### src/rtl/fp_pkg.sv
// Shared floating-point helpers: format geometry, operand classes and the canonical quiet NaN.
package fp_pkg;

    // Operand class carried alongside the mantissa product.
    typedef enum logic [1:0] {
        CLS_ZERO = 2'd0,
        CLS_NORM = 2'd1,
        CLS_INF  = 2'd2,
        CLS_NAN  = 2'd3
    } fp_cls_e;

    // Default format is single precision.
    localparam int DEF_EXP_W = 8;
    localparam int DEF_MAN_W = 23;
    localparam int FP_MAX_W  = 128;

    function automatic int fp_width(input int exp_w, input int man_w);
        return 1 + exp_w + man_w;
    endfunction

    function automatic int fp_bias(input int exp_w);
        return (1 << (exp_w - 1)) - 1;
    endfunction

    function automatic int fp_exp_max(input int exp_w);
        return (1 << exp_w) - 1;
    endfunction

    // Canonical quiet NaN {0, all-ones, 1, 0...} in the low fp_width() bits.
    function automatic logic [FP_MAX_W-1:0] fp_qnan(input int exp_w, input int man_w);
        logic [FP_MAX_W-1:0] r;
        r = '0;
        for (int i = 0; i < exp_w; i++) r[man_w+i] = 1'b1;
        r[man_w-1] = 1'b1;
        return r;
    endfunction

endpackage

### src/rtl/fp_mul_pipe_mant.sv
// Mantissa product pipeline: unsigned MWxMW multiply followed by STAGES registers,
// with a valid bit and an opaque side-band word carried in lock-step.
module fp_mant_mul_pipe #(
    parameter int MW     = 24,
    parameter int STAGES = 2,
    parameter int SIDE_W = 1
) (
    input  logic              clk,
    input  logic              rst,
    input  logic              en,
    input  logic              i_valid,
    input  logic [MW-1:0]     i_a,
    input  logic [MW-1:0]     i_b,
    input  logic [SIDE_W-1:0] i_side,
    output logic              o_valid,
    output logic [2*MW-1:0]   o_prod,
    output logic [SIDE_W-1:0] o_side
);

    logic [2*MW-1:0]   w_prod;
    logic [2*MW-1:0]   r_prod [STAGES];
    logic [SIDE_W-1:0] r_side [STAGES];
    logic [STAGES-1:0] r_vld;

    // The product is formed combinationally; the register chain lets synthesis retime it.
    assign w_prod = {{MW{1'b0}}, i_a} * {{MW{1'b0}}, i_b};

    for (genvar s = 0; s < STAGES; s++) begin : g_stage
        if (s == 0) begin : g_first
            // First product register captures the raw multiply.
            always_ff @(posedge clk or posedge rst) begin
                if (rst) begin
                    r_vld[s]  <= 1'b0;
                    r_prod[s] <= '0;
                    r_side[s] <= '0;
                end else if (en) begin
                    r_vld[s]  <= i_valid;
                    r_prod[s] <= w_prod;
                    r_side[s] <= i_side;
                end
            end
        end else begin : g_rest
            // Later registers just shift the previous stage along.
            always_ff @(posedge clk or posedge rst) begin
                if (rst) begin
                    r_vld[s]  <= 1'b0;
                    r_prod[s] <= '0;
                    r_side[s] <= '0;
                end else if (en) begin
                    r_vld[s]  <= r_vld[s-1];
                    r_prod[s] <= r_prod[s-1];
                    r_side[s] <= r_side[s-1];
                end
            end
        end
    end

    assign o_valid = r_vld[STAGES-1];
    assign o_prod  = r_prod[STAGES-1];
    assign o_side  = r_side[STAGES-1];

endmodule

### src/rtl/fp_mul_pipe.sv
// Pipelined FP multiplier: unpack/classify, mantissa product pipe, round-to-nearest-even
// and special-case select. Subnormal inputs read as zero; tiny results flush to zero.
module fp_mul_pipe
    import fp_pkg::*;
#(
    parameter int EXP_W      = DEF_EXP_W,
    parameter int MAN_W      = DEF_MAN_W,
    parameter int MUL_STAGES = 2
) (
    input  logic                   clk,
    input  logic                   rst,
    input  logic                   en,
    input  logic                   valid_in,
    input  logic [EXP_W+MAN_W:0]   a,
    input  logic [EXP_W+MAN_W:0]   b,
    output logic                   valid_out,
    output logic [EXP_W+MAN_W:0]   out,
    output logic                   flag_invalid,
    output logic                   flag_overflow,
    output logic                   flag_underflow,
    output logic                   flag_inexact
);

    localparam int W       = fp_width(EXP_W, MAN_W);
    localparam int BIAS    = fp_bias(EXP_W);
    localparam int EXP_MAX = fp_exp_max(EXP_W);
    localparam int EW2     = EXP_W + 2;
    localparam int MW1     = MAN_W + 1;
    localparam int PW      = 2 * MW1;

    localparam logic [FP_MAX_W-1:0] QNAN_FULL = fp_qnan(EXP_W, MAN_W);
    localparam logic [W-1:0]        QNAN      = QNAN_FULL[W-1:0];
    localparam logic [EW2-1:0]      BIAS_X    = EW2'(BIAS);
    localparam logic signed [EW2-1:0] EMAX_S  = EW2'(EXP_MAX);
    localparam logic signed [EW2-1:0] EZERO_S = '0;

    typedef struct packed {
        logic           sign;
        fp_cls_e        cls_a;
        fp_cls_e        cls_b;
        logic [EW2-1:0] esum;   // ea+eb-BIAS, two's complement
    } side_t;

    function automatic fp_cls_e classify(input logic [EXP_W-1:0] e, input logic [MAN_W-1:0] m);
        if (e == '0) return CLS_ZERO;
        if (&e)      return (m == '0) ? CLS_INF : CLS_NAN;
        return CLS_NORM;
    endfunction

    logic           r1_vld;
    side_t          r1_side;
    logic [MW1-1:0] r1_ma, r1_mb;

    // Stage 1: classify operands, attach hidden bits, pre-add the biased exponents.
    always_ff @(posedge clk or posedge rst) begin
        if (rst) begin
            r1_vld  <= 1'b0;
            r1_side <= '0;
            r1_ma   <= '0;
            r1_mb   <= '0;
        end else if (en) begin
            r1_vld        <= valid_in;
            r1_side.sign  <= a[W-1] ^ b[W-1];
            r1_side.cls_a <= classify(a[W-2 -: EXP_W], a[MAN_W-1:0]);
            r1_side.cls_b <= classify(b[W-2 -: EXP_W], b[MAN_W-1:0]);
            r1_side.esum  <= {2'b00, a[W-2 -: EXP_W]} + {2'b00, b[W-2 -: EXP_W]} - BIAS_X;
            r1_ma         <= {1'b1, a[MAN_W-1:0]};
            r1_mb         <= {1'b1, b[MAN_W-1:0]};
        end
    end

    logic          w_m_vld;
    logic [PW-1:0] w_prod;
    side_t         w_m_side;

    fp_mant_mul_pipe #(
        .MW     (MW1),
        .STAGES (MUL_STAGES),
        .SIDE_W ($bits(side_t))
    ) u_mant (
        .clk     (clk),
        .rst     (rst),
        .en      (en),
        .i_valid (r1_vld),
        .i_a     (r1_ma),
        .i_b     (r1_mb),
        .i_side  (r1_side),
        .o_valid (w_m_vld),
        .o_prod  (w_prod),
        .o_side  (w_m_side)
    );

    logic                   w_msb, w_guard, w_sticky, w_rnd;
    logic [PW-1:0]          w_norm;
    logic [MAN_W-1:0]       w_man;
    logic [MAN_W:0]         w_man_r;
    logic signed [EW2-1:0]  w_e;
    logic                   w_nan_any, w_inf_any, w_zero_any;

    // Normalise so the leading one sits at PW-1; the shifted-in zero cannot disturb sticky.
    assign w_msb    = w_prod[PW-1];
    assign w_norm   = w_msb ? w_prod : (w_prod << 1);
    assign w_man    = w_norm[PW-2 -: MAN_W];
    assign w_guard  = w_norm[PW-2-MAN_W];
    assign w_sticky = |w_norm[PW-3-MAN_W:0];
    assign w_rnd    = w_guard & (w_sticky | w_man[0]);
    // On carry-out the low MAN_W bits are already zero (all-ones + 1).
    assign w_man_r  = {1'b0, w_man} + MW1'(w_rnd);
    assign w_e      = w_m_side.esum + EW2'(w_msb) + EW2'(w_man_r[MAN_W]);

    assign w_nan_any  = (w_m_side.cls_a == CLS_NAN)  || (w_m_side.cls_b == CLS_NAN);
    assign w_inf_any  = (w_m_side.cls_a == CLS_INF)  || (w_m_side.cls_b == CLS_INF);
    assign w_zero_any = (w_m_side.cls_a == CLS_ZERO) || (w_m_side.cls_b == CLS_ZERO);

    logic [W-1:0] w_res;
    logic         w_inv, w_ov, w_uf, w_inx;

    // Result select in priority order: invalid, infinity, zero, overflow, underflow, normal.
    always_comb begin
        w_res = '0;
        w_inv = 1'b0;
        w_ov  = 1'b0;
        w_uf  = 1'b0;
        w_inx = 1'b0;
        if (w_nan_any || (w_inf_any && w_zero_any)) begin
            w_res = QNAN;
            w_inv = 1'b1;
        end else if (w_inf_any) begin
            w_res = {w_m_side.sign, {EXP_W{1'b1}}, {MAN_W{1'b0}}};
        end else if (w_zero_any) begin
            w_res = {w_m_side.sign, {(W-1){1'b0}}};
        end else if (w_e >= EMAX_S) begin
            w_res = {w_m_side.sign, {EXP_W{1'b1}}, {MAN_W{1'b0}}};
            w_ov  = 1'b1;
            w_inx = 1'b1;
        end else if (w_e <= EZERO_S) begin
            w_res = {w_m_side.sign, {(W-1){1'b0}}};
            w_uf  = 1'b1;
            w_inx = 1'b1;
        end else begin
            w_res = {w_m_side.sign, w_e[EXP_W-1:0], w_man_r[MAN_W-1:0]};
            w_inx = w_guard | w_sticky;
        end
    end

    // Output register: valid follows the pipe; data holds its last value across bubbles.
    always_ff @(posedge clk or posedge rst) begin
        if (rst) begin
            valid_out      <= 1'b0;
            out            <= '0;
            flag_invalid   <= 1'b0;
            flag_overflow  <= 1'b0;
            flag_underflow <= 1'b0;
            flag_inexact   <= 1'b0;
        end else if (en) begin
            valid_out <= w_m_vld;
            if (w_m_vld) begin
                out            <= w_res;
                flag_invalid   <= w_inv;
                flag_overflow  <= w_ov;
                flag_underflow <= w_uf;
                flag_inexact   <= w_inx;
            end
        end
    end

endmodule

### config.mk
export PLATFORM = sky130hd
export DESIGN_NAME = fp_mul_pipe
export DESIGN_NICKNAME = d
export VERILOG_FILES = /design/src/rtl/fp_pkg.sv /design/src/rtl/fp_mul_pipe_mant.sv /design/src/rtl/fp_mul_pipe.sv
export SDC_FILE = /design/constraint.sdc
export NUM_CORES = 2
export LEC_CHECK = 0
export BUFFER_PORTS_ARGS = -buffer_cell sky130_fd_sc_hd__buf_2
export CORE_UTILIZATION = 35
export CTS_CLUSTER_SIZE = 14
export DETAILED_ROUTE_END_ITERATION = 12
export PLACE_DENSITY_LB_ADDON = 0.1
export SETUP_SLACK_MARGIN = 0.3
export SYNTH_ARGS = -nofsm -noshare
export SYNTH_HDL_FRONTEND = slang
export SYNTH_HIERARCHICAL = 1
export SYNTH_SLANG_ARGS = --single-unit
export TNS_END_PERCENT = 10
### constraint.sdc
create_clock -name clk -period 6.2 [get_ports clk]
set_input_delay 1.24 -clock clk [delete_from_list [all_inputs] [get_ports clk]]
set_output_delay 1.24 -clock clk [all_outputs]
set_load 0.05 [all_outputs]
==> run summary <==
TritonCTS Buffers -> 31
CP max FO -> 13
CP Launch Type -> flip-flop
Top delay family on crit path -> adder cells
CP Data Required Time -> 6700 ps
Status -> finished, violations left
#FFs+latches synth -> 228
Period utilization -> 106%
Post-Place Cell Area -> 33,900 µm²
Top FF cell, synth -> dfrtp_1
Post-route ant nets -> 0
Vias in the first global route -> 24,200
Post-synthesis average cell area -> 9.77 µm²
RSZ-0062 raised after global routing -> true
Clock buffer depth -> 3
Largest net degree at the start of global routing -> 117
First drt pass iteration count -> 5
Clk slew on worst S/H paths -> 60 ps
Sum Neg Setup Slack -> -7130 ps
Setup slack after layout -> -364 ps
Final Hold Vio Count -> 0
Deepest level of the CTS H-tree -> 1
DIE AREA -> 87,100 µm²
Setup CP Type -> flip-flop to flip-flop
Minimum clock period -> 6560 ps
Initial antenna violation count -> 1
Tot GR Track Use -> 19.8%
# diodes -> 0
Wire per inst -> 18.4 µm
CP peak stage delay -> 540 ps
HPWL reported at the end of detailed placement -> 67.1 mm
Cells after Synth -> 3,079
Max-cap violation count -> 0
Sequential-to-total area share from yosys stat -> 19.0%
Fillers -> 8,363
Core footprint -> 85,100 µm²
First-pass GRT wire length -> 135 mm
# DRC -> 0
Crit-path most repeated cell -> buf_4
Min Hold Slack -> 477 ps
TritonCTS clock tree -> built
Slowest CP cell -> fa_1
Cell row count -> 107
CP arrival -> 7060 ps
Iter 0 DRT Violations -> 960
Synth warn -> 6
Worst-margin pin slew -> 1360 ps
Die X -> 295 µm
Slew HR -> 8.86%
Post-synth cell types -> 78
Die span in y -> 295 µm
Final Max Slew Viols -> 0
Initial Util -> 35.3%
Clk_lat worst skew -> 620 ps
Final WL -> 82.5 mm
Root Driver -> clkbuf_16
FF/Latch Area -> 5720 µm²
Peak Freq -> 0.152 GHz
Synthesized Nets -> 3,821
Ratio of cells with drive above 1 in the final layout -> 22.9%
Final net count -> 4,044
Synth Cell Area -> 30,100 µm²
Critical path buffers and inverters -> 11
EDFF count, synth -> 0
Port Buffer Count -> 104
Vias per std cell -> 4.83
FFs w/ async S/R, synth -> 100%
Fin area -> 35,600 µm²
GPL Wtd Cong -> 0.876
Hold WC Path Type -> flip-flop to flip-flop
I/O pin cnt -> 105
Failing checks -> negative setup slack
Layout area overhead -> 18.3%
CTS Sinks -> 228
Gr ovfl total -> 0
Via count -> 21,600
Final setup vio count -> 29
Multi-input gate area -> 21,700 µm²
Final setup skew -> 58.5 ps
CP endpoint kind -> flip-flop
## kinds of logic after synthesis
family	Yosys count	share of synthesized area (%)
muxes	195	7.21
DFF	228	19.0
adders and majority gates	675	40.1
and+or+nand+nor	859	14.9
xor gates and xnor gates	77	2.27
buffers and inverters	799	10.9
AOI/OAI and AO/OA	246	5.61
## final cells by class
| class | instances | area share [%] |
|---|---|---|
| Clock buffer | 35 | 2.33 |
| Inverter | 581 | 6.14 |
| Multi-Input combinational cell | 2052 | 60.9 |
| Timing Repair Buffer | 408 | 9.80 |
| Clock inverter | 22 | 0.770 |
| Tap cell | 1144 | 4.02 |
| Sequential cell | 228 | 16.1 |
## per-layer routing
metal / vias to the layer above / GRT usage, % / part of all wire [%]
met3: 73 / 1.48 / 2.3
met2: 307 / 36.1 / 52
met1: 11200 / 25.8 / 44
met4: 0 / 3.36 / 1.7
li1: 9982 / - / -
met5: - / 0 / 0
## through the flow
stage / setup slack [ps] / std cells / util, %
3_3_place_gp: -662 / 4401 / 39.8
2_1_floorplan: -30.0 / 3079 / -
6_report: -364 / 4470 / 41.8
3_5_place_dp: -757 / 4401 / 39.8
5_1_grt: -637 / 4470 / 41.8
4_1_cts: -409 / 4465 / 41.6
## synth_stat cells (all sizes together), types with 9 or more instances
| master | n | area (µm²) |
|---|---|---|
| dfrtp | 228 | 5710 |
| fa | 484 | 9690 |
| inv | 581 | 2180 |
| and4 | 9 | 78.8 |
| o211ai | 9 | 67.6 |
| mux2i | 22 | 220 |
| o21ai | 37 | 185 |
| ha | 190 | 2380 |
| xor2 | 29 | 254 |
| mux2 | 173 | 1950 |
| a21o | 22 | 165 |
| nand4 | 32 | 200 |
| nor2b | 13 | 81.3 |
| a21oi | 71 | 363 |
| buf | 81 | 582 |
| nand2 | 354 | 1330 |
| clkbuf | 137 | 514 |
| and2 | 311 | 1950 |
| and3 | 11 | 68.8 |
| nor2 | 30 | 129 |
| nor3 | 21 | 105 |
| a22o | 18 | 158 |
| xnor2 | 48 | 428 |
| nor4 | 21 | 176 |
| nand3 | 26 | 130 |
## layout by cell type (no fill, tap or decap), drive strengths merged, types with 4 or more instances in the layout
cell / instances
a211oi: 6
a21boi: 4
a21o: 22
a21oi: 71
a221oi: 4
a22o: 18
a22oi: 8
a31oi: 8
and2: 311
and3: 11
and4: 9
buf: 407
bufinv: 5
clkbuf: 36
clkinv: 9
dfrtp: 228
fa: 484
ha: 190
inv: 586
mux2: 173
mux2i: 22
nand2: 354
nand2b: 7
nand3: 26
nand3b: 4
nand4: 32
nor2: 30
nor2b: 13
nor3: 21
nor4: 21
o211ai: 9
o21a: 7
o21ai: 37
o21bai: 8
o22ai: 4
o31ai: 5
or4: 6
xnor2: 48
xor2: 29
## sequential cells by signal, summed over array words and instances (netlist names), 15 cells and up
signal         cells
u_mant/o_prod     48
u_mant/r_prod     48
out               32
r1_ma             24
r1_mb             23
r1_side           15
u_mant/o_side     15
u_mant/r_side     15
## worst paths after layout
| check | startpoint | to | slack (ps) | depth (start not counted) |
|---|---|---|---|---|
| max | r1_ma[14] | u_mant/r_prod[95] | -360 | 27 |
| min | out[31] | out[31] | 480 | 2 |
| max reg2reg | r1_ma[14] | u_mant/r_prod[95] | -360 | 27 |
| min reg2reg | out[31] | out[31] | 480 | 2 |
| max in group asynchronous | rst | u_mant/r_prod[52] | 4010 | 3 |
| min in group asynchronous | rst | out[30] | 750 | 2 |
## tightest hold or removal path: cells and delay by family, from the launching register on
kind               cells  cell delay, ps
AOI/OAI and AO/OA      1              60
DFF                    1             340
and+or+nand+nor        1              40
## what timing repair did
item                                    CTS  global route
pin swaps                                27            29
hold buffers                              0             0
gates resized for setup                  78            29
setup buffers                             7             5
endpoints found under the setup margin   33            35
Power is not shown: default switching activity piles up to over one toggle a cycle in this logic, so the estimate is an artifact.
